[src/rtl/dist_ascii_tx.sv]
// Converts one binary distance sample to fixed-width decimal ASCII by serial double-dabble
// and streams the frame (digits, optional CR LF) into uart_tx over its data/en/busy port.
module dist_ascii_tx #(
   parameter int unsigned DATA_W = 16,
   parameter int unsigned DIGITS = 5,
   parameter int unsigned CRLF   = 1
) (
   input  logic              clk,
   input  logic              rst,
   input  logic              dist_valid,
   input  logic [DATA_W-1:0] dist_data,
   output logic              dist_ready,
   output logic [7:0]        tx_data,
   output logic              tx_en,
   input  logic              tx_busy,
   output logic              frame_done
);

   localparam int unsigned BCD_W     = 4 * DIGITS;
   localparam int unsigned FRAME_LEN = DIGITS + ((CRLF != 0) ? 2 : 0);
   localparam int unsigned IDX_W     = $clog2(FRAME_LEN + 1);
   localparam int unsigned CNT_W     = $clog2(DATA_W + 1);
   localparam logic [IDX_W-1:0] LAST_IDX  = IDX_W'(FRAME_LEN - 1);
   localparam logic [CNT_W-1:0] CONV_LAST = CNT_W'(DATA_W);

   typedef enum logic [2:0] {
      StIdle,
      StConv,
      StWaitFree,
      StReq,
      StWaitDone,
      StDone
   } state_e;

   state_e            state_q, state_d;
   logic [DATA_W-1:0] bin_q, bin_d;
   logic [BCD_W-1:0]  bcd_q, bcd_d;
   logic [BCD_W-1:0]  bcd_adj;
   logic [CNT_W-1:0]  cnt_q, cnt_d;
   logic [IDX_W-1:0]  idx_q, idx_d;
   logic [7:0]        byte_sel;
   logic              ready_q;
   logic              tx_en_q;
   logic [7:0]        tx_data_q;
   logic              frame_done_q;

   // Double-dabble correction: every nibble >= 5 gets +3 before the shift.
   always_comb begin
      bcd_adj = bcd_q;
      for (int i = 0; i < DIGITS; i++) begin
         if (bcd_q[4*i +: 4] >= 4'd5) begin
            bcd_adj[4*i +: 4] = bcd_q[4*i +: 4] + 4'd3;
         end
      end
   end

   // Byte for the index being entered; digits most-significant first.
   always_comb begin
      byte_sel = 8'h0A;
      for (int i = 0; i < DIGITS; i++) begin
         if (idx_d == IDX_W'(i)) begin
            byte_sel = {4'h3, bcd_q[4*(DIGITS-1-i) +: 4]};
         end
      end
      if (CRLF != 0 && idx_d == IDX_W'(DIGITS)) begin
         byte_sel = 8'h0D;
      end
   end

   always_comb begin
      state_d = state_q;
      bin_d   = bin_q;
      bcd_d   = bcd_q;
      cnt_d   = cnt_q;
      idx_d   = idx_q;
      unique case (state_q)
         StIdle: begin
            if (dist_valid && ready_q) begin
               bin_d   = dist_data;
               bcd_d   = '0;
               cnt_d   = '0;
               state_d = StConv;
            end
         end
         StConv: begin
            // The cycle after the last shift only hands over, so the BCD value is settled.
            if (cnt_q == CONV_LAST) begin
               idx_d   = '0;
               state_d = StWaitFree;
            end else begin
               {bcd_d, bin_d} = {bcd_adj, bin_q} << 1;
               cnt_d          = cnt_q + CNT_W'(1);
            end
         end
         StWaitFree: begin
            if (!tx_busy) begin
               state_d = StReq;
            end
         end
         StReq: begin
            if (tx_busy) begin
               state_d = StWaitDone;
            end
         end
         StWaitDone: begin
            if (!tx_busy) begin
               if (idx_q == LAST_IDX) begin
                  state_d = StDone;
               end else begin
                  idx_d   = idx_q + IDX_W'(1);
                  state_d = StWaitFree;
               end
            end
         end
         StDone: begin
            state_d = StIdle;
         end
         default: begin
            state_d = StIdle;
         end
      endcase
   end

   // Outputs are registered from the next state so uart_tx sees glitch-free levels.
   always_ff @(posedge clk) begin
      if (rst) begin
         state_q      <= StIdle;
         bin_q        <= '0;
         bcd_q        <= '0;
         cnt_q        <= '0;
         idx_q        <= '0;
         ready_q      <= 1'b0;
         tx_en_q      <= 1'b0;
         tx_data_q    <= 8'h00;
         frame_done_q <= 1'b0;
      end else begin
         state_q      <= state_d;
         bin_q        <= bin_d;
         bcd_q        <= bcd_d;
         cnt_q        <= cnt_d;
         idx_q        <= idx_d;
         ready_q      <= (state_d == StIdle);
         tx_en_q      <= (state_d == StReq);
         frame_done_q <= (state_d == StDone);
         if (state_d == StWaitFree) begin
            tx_data_q <= byte_sel;
         end
      end
   end

   assign dist_ready = ready_q;
   assign tx_en      = tx_en_q;
   assign tx_data    = tx_data_q;
   assign frame_done = frame_done_q;

endmodule

[config.mk]
export PLATFORM = sky130hd
export DESIGN_NAME = dist_ascii_tx
export DESIGN_NICKNAME = d
export VERILOG_FILES = /design/src/rtl/dist_ascii_tx.sv
export SDC_FILE = /design/constraint.sdc
export NUM_CORES = 1
export LEC_CHECK = 0
export BUFFER_PORTS_ARGS = -buffer_cell sky130_fd_sc_hd__buf_2
export CAP_MARGIN = 20
export CORE_UTILIZATION = 27
export DETAILED_ROUTE_END_ITERATION = 10
export HOLD_SLACK_MARGIN = 0.03
export MAX_ROUTING_LAYER = met4
export PLACE_DENSITY = 0.5
export SYNTH_ARGS = -nofsm -noshare
export SYNTH_HDL_FRONTEND = slang
export SYNTH_SLANG_ARGS = --single-unit
export TNS_END_PERCENT = 30
[constraint.sdc]
create_clock -name clk -period 3.05 [get_ports clk]
set_input_delay 0.61 -clock clk [delete_from_list [all_inputs] [get_ports clk]]
set_output_delay 0.61 -clock clk [all_outputs]
set_load 0.01 [all_outputs]
Word level (Yosys, flattened, before mapping) --
Cells that the tools add are included.
Storage, ports and cells: register bits 58, input port bits 20, output and inout port bits 11
Operators by class: muxes and demuxes 31, equality and inequality tests 16, order comparisons 5, $add $sub $neg 7, reduce and logical (&&, ||, !) cells 6
Operators with widths (number):
- two-way mux 20 bit | 2
- two-way mux 8 bit | 5
- one-hot mux 20 bit (2 select lines) | 1
- two-way mux 16 bit | 2
- one-hot mux 16 bit (2 select lines) | 1
- two-way mux 3 bit | 10
- >= comparator 4 x 3 -> 1 bit, second input constant | 5
- equality test 3 x 2 -> 1 bit, second input constant | 6
- adder 4 x 2 -> 4 bit, second input constant | 4
- two-way mux 4 bit | 4
- equality test 3 bit, second input constant | 5
- one-hot mux 3 bit (5 select lines) | 1
- two-way mux 5 bit | 2
- one-hot mux 5 bit (2 select lines) | 1
- zero test 3 bit | 3
- equality test 3 x 1 -> 1 bit, second input constant | 2
- two-way mux 6 bit | 1
- one-hot mux 3 bit (2 select lines) | 1
- adder 5 x 1 -> 5 bit, second input constant | 1
- equality test 5 bit, second input constant | 1
- inequality test 2 bit, second input constant | 2
- adder 3 x 1 -> 3 bit, second input constant | 1
- adder 3 x 2 -> 3 bit, second input constant | 1
- AND reduction 3 bit | 1
- 2 further kinds | 2

Depth between registers and ports, before layout --
Gate-level depths: netlist of the first run.
depth after elaboration 11, depth in mapped cells 9

Least setup slack after synthesis of the first run --
OpenSTA, ideal clock, no wires.
path kind input port to flip-flop, from input tx_busy, to register tx_data_q[3] (netlist: tx_data[3]), setup slack 586 ps, required time 2912 ps, cell stages on the path 8, arrival time 2327 ps, path through or4b_1 -> buf_2 -> o211a_1 -> or2_0 -> buf_2 -> or4_4 -> o211ai_2 -> a211oi_2
Between the ends: longest elaborated chain between the ends 9, elaborated cells on any way between the ends 19, classes of those cells eq/ne: 6; mux: 12; reduce/logical: 1
Ends and longest elaborated chain:
- start: declaration | line 15 | input logic tx_busy,
- two-way mux 3 bit | line 106 | if (!tx_busy) begin
- one-hot mux 3 bit (2 select lines) | line 76 | unique case (state_q)
- zero test 3 bit | line 61 | if (idx_d == IDX_W'(i)) begin
- two-way mux 6 bit | line 61
- two-way mux 8 bit (4 in a row) | line 61
- two-way mux 8 bit | line 65 | if (CRLF != 0 && idx_d == IDX_W'(DIGITS)) begin
- end signal: assignment | line 146 | tx_data_q <= byte_sel;
- end: declaration | line 44 | logic [7:0] tx_data_q;
Several ways; a longest one is shown, not always the timed one. A chain may end at the register's enable or synchronous reset.

Worst setup path after layout of the first run --
from register state_q[2], to register tx_data_q[3] (netlist: tx_data[3])
Between the ends: longest elaborated chain between the ends 9, elaborated cells on any way between the ends 25, classes of those cells eq/ne: 10; mux: 13; reduce/logical: 2
Ends and longest elaborated chain:
- start: declaration | line 35 | state_e state_q, state_d;
- start signal: assignment | line 127 | state_q <= StIdle;
- start signal: assignment | line 137 | state_q <= state_d;
- equality test 3 bit / equality test 3 x 1 -> 1 bit (equally long branches) | line 76
- one-hot mux 3 bit (2 select lines) | line 76
- zero test 3 bit | line 61
- two-way mux 6 bit | line 61
- two-way mux 8 bit (4 in a row) | line 61
- two-way mux 8 bit | line 65
Several ways; a longest one is shown, not always the timed one.

==> results of run 1 <==
[path summary, 6_finish.rpt]
path,from,endpoint,slack (ps)
max,state_q[2]$_SDFF_PP0_,tx_data[3]$_SDFFE_PP0N_,580
min,tx_data[4]$_SDFFE_PP0N_,tx_data[4]$_SDFFE_PP0N_,480
max reg2reg,state_q[2]$_SDFF_PP0_,tx_data[3]$_SDFFE_PP0N_,580
min reg2reg,tx_data[4]$_SDFFE_PP0N_,tx_data[4]$_SDFFE_PP0N_,480
[cell families after synthesis]
logic type | Yosys count | share of synthesized area
simple gates | 149 | 0.240
compound gates | 90 | 0.224
flops | 55 | 0.380
buf+inv | 38 | 0.0544
fa+ha+maj | 14 | 0.0604
xor+xnor | 12 | 0.0363
other cells | 1 | 0.00129
mux | 1 | 0.00388
[cells in the mapped netlist, types with 2 or more instances]
master     instances
a21oi_1           17
a22oi_1           14
a311oi_1          16
a31o_2             2
and2_1             2
buf_2              3
buf_4              3
clkbuf_1          17
dfxtp_1           55
ha_1              14
inv_1             15
nand2_1           48
nand2b_1           7
nand3_1            9
nand4_1            2
nor2_1            52
nor3_1            12
nor3b_1            2
nor4bb_1           2
o2111ai_1          4
o211ai_1           2
o21ai_0           20
o221ai_1           3
xnor2_1            6
xor2_1             6
[state kept, by name, indices dropped and copies added (netlist names)]
name,flops
bcd_q,20
bin_q,16
cnt_q,5
tx_data,5
idx_q,3
state_q,3
dist_ready,1
frame_done,1
tx_en,1
[per-stage QoR]
step / std cells / utilization / setup WS [ps] / cell area [um2] / hold slack [ps]
2_1_floorplan: 361 / - / 586 / 2900 / 455
3_3_place_gp: 512 / 0.307 / 321 / 3190 / 460
3_5_place_dp: 512 / 0.307 / 301 / 3190 / 471
4_1_cts: 520 / 0.316 / 571 / 3280 / 486
5_1_grt: 520 / 0.316 / 302 / 3280 / 513
6_report: 520 / 0.316 / 581 / 3280 / 476
[critical path, cell delays in order, from the launching register on]
cell and delay (ps):
dfxtp_1 460, or4b_1 620, o211a_1 210, or2_0 350, or4_4 520, o211ai_2 80, a211oi_2 80
[power by group through the flow]
| stage | registers, mW | logic (mW) | clock network (mW) |
|---|---|---|---|
| 6_report | 0.924 | 0.697 | 0.424 |
| 3_5_place_dp | 0.942 | 0.706 | 0 |
| 5_1_grt | 0.943 | 0.797 | 0.475 |
| 4_1_cts | 0.927 | 0.707 | 0.441 |
| 2_1_floorplan | 0.931 | 0.491 | 0 |
| 3_3_place_gp | 0.940 | 0.700 | 0 |
[area by class of cell]
cell class,count,area share
sequential,55,0.336
tap,136,0.0519
clock inverter,3,0.00687
clock buffer,5,0.0210
multi-input combinational,268,0.502
inverter,15,0.0172
timing repair buffer,38,0.0656
[layer usage]
metal	vias to the layer above	part of all wire
met1	1216	0.48
met4	0	0.015
met5	-	0
met3	9	0.036
met2	45	0.47
li1	1321	-
==> reports/metrics.cfg, run 1 <==
[outcome]
outcome = finished clean

[die]
core_area_um2 = 10400
start_util = 0.280
rows = 37
die_h_um = 106
dieArea_um2 = 11200
die_w_um = 106
ioPinCount = 31

[global_routing]
gr-usage-met2 = 0.224
antenna_found_initial = 0
use_met3 = 0.0204
grt_max_degree = 38
grt-ovfl-total = 0
grt_pass1_wl_mm = 11.8
grt_pass1_vias = 2428
grt_util_met1 = 0.168
grt-busiest-layer = met2
grt_use_total = 0.134

[timing]
worst_pin_slew_ps = 735
max_freq_mhz = 405
final_hold_viol_count = 0
fin_crit_sh = 0.809
finClkSkew_ps = 15.8
grt_setup_unrepaired = false
slew_headroom = 0.510
setup_viol = 0
slew_violations = 0
setup_tns_ps = 0
period_minus_slack_ps = 2470

[route]
first_pass_iters = 4
viasPerCell = 4.98
drtIter0Drc = 152
via_count = 2591
ant_nets = 0
routed_wirelength_mm = 6.95
drc = 0
wire_per_inst_um = 13.4

[critical_path]
rr_worst_depth = 6
crit_required_ps = 3230
arrival_ps = 2640
startpoint_type = flop
path_class = reg -> reg
endpoint_kind = flop
crit_fanout = 9

[logic_synthesis]
synth_top_area_share = 0.380
ys_seq_elements = 55
synth.avg_cell_area_um2 = 8.05
async_flop_share = 0
synthFlopType = dfxtp_1
synth.distinct_cells = 52
syn_area_um2 = 2900
ys_seq_area_frac = 0.380
ys_warn_count = 0
synth_top_cell_by_area = dfxtp_1
synth_edf_count = 0
synthCells = 360
synthTopCellsByArea = dfxtp_1, nor2_1, nand2_1, ha_1, a311oi_1

[hold_path]
hp-class = reg -> reg
holdPathStages = 2

[place]
dp_hpwl_mm = 4.90
io_buffers = 28
place.gp.congestion = 0.826

[clock_network]
cts_tree = built
cts_hold_buf = 0
numCtsBuffers = 5
cts.path.max_buffers = 2
postCtsResizedCells = 0
root_buffer = clkbuf_8
cts_max_level = 2
cts_num_sinks = 55
clk_latency_ps = 320
path_clk_slew_ps = 110
cts_setup_buffers = 0

[finish]
antennaDiodeCount = 0
multi_input_area_um2 = 1640
final_cell_mix = dfxtp_1, nor2_1, nand2_1
seqCellArea_um2 = 1100
synthToLayoutAreaGrowth_pct = 13.1
nFillCells = 1146
num-nets-final = 417
final_common_cell = dfxtp_1
layout-drive-gt1-share = 0.148

[power_and_ir_drop]
pwr-share-seq = 0.452
ir_worst_vdd_mv = 0.236
leakage_nw = 1.21
p_sw_uw = 785
design_power_total_mw = 2.05
power_density_nw_per_um2 = 624
swShare = 0.384
combPwrFrac = 0.341
p_int_mw = 1.26
power_frac_clock = 0.207

[run]
drv_cap = 0

Power figures use the tool's default switching activity.
==> inputs of run 2 (changes only) <==
ABC_AREA = 1   (was not set)
PLACE_DENSITY = 0.51   (was 0.5)
clock period = 2 ns   (was 3.05 ns; I/O delays follow)
==> reports/metrics.cfg, run 2 <==
[timing]
period_minus_slack_ps = 1820  ; -651 ps
setup_tns_ps = 0  ; unchanged
max_freq_mhz = 550  ; +36%
finClkSkew_ps = 6.89  ; -8.86 ps
setup_viol = 0  ; unchanged
worst_slack_ps = 182  ; -399 ps
final_hold_viol_count = 0  ; unchanged
fin_crit_sh = 0.909  ; +0.0995
slew_violations = 0  ; unchanged

[critical_path]
path_cells = nor2_2, nand2_2, nand3_1, nand3_2, inv_4, nand3_2, nor2_1, nand2_1, nand3_1, nor2_1, a21oi_1
reg2reg_to = tx_data[2]$_SDFFE_PP0N_
crit_fanout = 6  ; -3
crit_slowest_cell = dfxtp_1
worst-path-stages = 11  ; +5
rr_worst_depth = 11  ; +5
crit_required_ps = 2230  ; -1000 ps
r2r_start = state_q[1]$_SDFF_PP0_
crit_family = simple AND/OR/NAND/NOR gates
startpoint_type = flop
r2r_setup_slack_ps = 180  ; -400 ps
endpoint_kind = flop
cpPeakStageDelay_ps = 370  ; -250 ps
crit_buf_inv = 1  ; +1
path_class = reg -> reg
arrival_ps = 2050  ; -590 ps

[clock_network]
cts_max_level = 2  ; unchanged
path_clk_slew_ps = 70  ; -40 ps
numCtsBuffers = 5  ; unchanged
clk_latency_ps = 300  ; -20 ps
cts_num_sinks = 55  ; unchanged
cts.path.max_buffers = 2  ; unchanged
root_buffer = clkbuf_16
cts_tree = built

[finish]
final_cells = 608  ; +17%
final_common_cell = nand2_1
regMostFlops = bcd_q
final_area_um2 = 3640  ; +11%
layout-drive-gt1-share = 0.190  ; +0.0417
num-nets-final = 501  ; +20%
postLayoutCoreUtil = 0.333  ; +0.0171
antennaDiodeCount = 0  ; unchanged
largest_reg_flops = 20  ; unchanged
nFillCells = 1180  ; +3.0%
synthToLayoutAreaGrowth_pct = 19.1
final_cell_mix = nand2_1, dfxtp_1, inv_1
top_regs = bcd_q x20, bin_q x16

[logic_synthesis]
syn_area_um2 = 3060  ; +5.5%
synth.distinct_cells = 35  ; -33%
synth_top_area_share = 0.360  ; -0.0197
synthTopCellsByCount = nand2_1, dfxtp_1, inv_1
synthTopCellsByArea = dfxtp_1, nand2_1, a21oi_1, o21ai_0, ha_1
synthFlopType = dfxtp_1
ys_warn_count = 0  ; unchanged
yosysMostFrequentCell = nand2_1
ys_seq_area_frac = 0.360  ; -0.0197
synth_top_cell_by_area = dfxtp_1
synth.avg_cell_area_um2 = 7.05  ; -13%
ys_seq_elements = 55  ; unchanged
async_flop_share = 0  ; unchanged
synthCells = 434  ; +21%
synth_edf_count = 0  ; unchanged

[run]
drv_cap = 0  ; unchanged

[global_routing]
antenna_found_initial = 0  ; unchanged
grt-busiest-layer = met2
grt_util_met1 = 0.171  ; +0.00277
grt_pass1_vias = 2617  ; +7.8%
grt_use_total = 0.134  ; -0.000142
use_met3 = 0.0271  ; +0.00672
grt_pass1_wl_mm = 12.0  ; +2.2%
grt-ovfl-total = 0  ; unchanged
gr-usage-met2 = 0.211  ; -0.0126
grt_max_degree = 33  ; -13%

[outcome]
outcome = finished clean

[hold_path]
min_from = dist_data[4]
hp-class = in -> reg
hold_path_end = bin_q[4]$_SDFFE_PP0P_
holdPathStages = 3  ; +1

[route]
wire_per_inst_um = 11.9  ; -11%
ant_nets = 0  ; unchanged
via_count = 2825  ; +9.0%
viasPerCell = 4.65  ; -6.7%
first_pass_iters = 4  ; unchanged
drc = 0  ; unchanged
routed_wirelength_mm = 7.21  ; +3.7%
drtIter0Drc = 109  ; -28%

[power_and_ir_drop]
ir_worst_vdd_mv = 0.307  ; +30%
power_density_nw_per_um2 = 707  ; +13%
leakage_nw = 1.49  ; +23%

[place]
dp_worst_setup_slack_ps = 69.7  ; -231 ps
place.gp.congestion = 0.806  ; -2.4%
io_buffers = 28  ; unchanged
dp_hpwl_mm = 5.08  ; +3.6%
numPlacedInstances = 596  ; +16%
placed_cell_area_um2 = 3390  ; +6.5%

[die]
die_h_um = 108  ; +2.7%
ioPinCount = 31  ; unchanged
core_area_um2 = 10900  ; +5.5%
rows = 38  ; +2.7%
dieArea_um2 = 11800  ; +5.4%
die_w_um = 108  ; +2.7%
start_util = 0.280  ; about the same

run 2: cells by family (layout without fill, tap and decap cells):
logic type | after synthesis | count (layout) | share of synthesized area
compound gates | 103 | 103 | 0.187
xor+xnor | 7 | 7 | 0.0200
fa+ha+maj | 14 | 14 | 0.0573
buf+inv | 66 | 99 | 0.0908
flops | 55 | 55 | 0.360
other cells | 1 | 2 | 0.00123
simple gates | 188 | 188 | 0.283
run 2: layout make-up:
type	count	area (um2)	share of cell area
Timing Repair Buffer	44	285	0.0783
Tap cell	140	175	0.0481
Inverter	47	179	0.0491
Sequential cell	55	1100	0.303
Clock inverter	2	35.0	0.00962
Multi-Input combinational cell	314	1730	0.474
Clock buffer	6	139	0.0381
run 2: where the power goes:
part / switching [mW] / internal, mW / leakage (nW)
combinational: 0.221 / 0.128 / 0.950
sequential: 0.0335 / 1.15 / 0.448
clock: 0.417 / 0.624 / 0.0868
total: 0.672 / 1.91 / 1.49
run 2: worst max-delay path by stage:
| stage | from | endpoint | slack (ps) |
|---|---|---|---|
| floorplan | idx_q[0]$_SDFF_PP0_ | tx_data[1]$_SDFFE_PP0N_ | 230 |
| global placement | cnt_q[1]$_SDFFE_PP0P_ | tx_data[3]$_SDFFE_PP0N_ | 130 |
| detailed placement | cnt_q[1]$_SDFFE_PP0P_ | tx_data[1]$_SDFFE_PP0N_ | 70 |
| CTS | cnt_q[1]$_SDFFE_PP0P_ | tx_data[1]$_SDFFE_PP0N_ | 60 |
| global route | cnt_q[1]$_SDFFE_PP0P_ | tx_data[1]$_SDFFE_PP0N_ | -4 |
| finish | state_q[1]$_SDFF_PP0_ | tx_data[2]$_SDFFE_PP0N_ | 180 |
run 2: metrics by stage:
| step | hold slack (ps) | power [mW] |
|---|---|---|
| 2_1_floorplan | 441 | 1.44 |
| 3_3_place_gp | 456 | 1.55 |
| 3_5_place_dp | 465 | 1.56 |
| 4_1_cts | 348 | 2.61 |
| 5_1_grt | 356 | 2.71 |
| 6_report | 356 | 2.58 |
run 2: worst reg2reg max path, delay by kind of cell (launching register included):
kind,cells,cell delay [ps]
buf+inv,1,130
compound gates,1,120
flops,1,370
simple gates,9,1130
run 2: repair_timing:
item                       in CTS  in global routing
setup endpoints to repair       0                  5
buffers inserted                0                  4
resized for setup               0                 13
hold buffers                    0                  0
run 2: routing by layer:
layer	vias up	wire length [um]
met5	-	0
met4	0	95
met3	8	249
met2	41	3250
met1	1299	3610
li1	1477	-
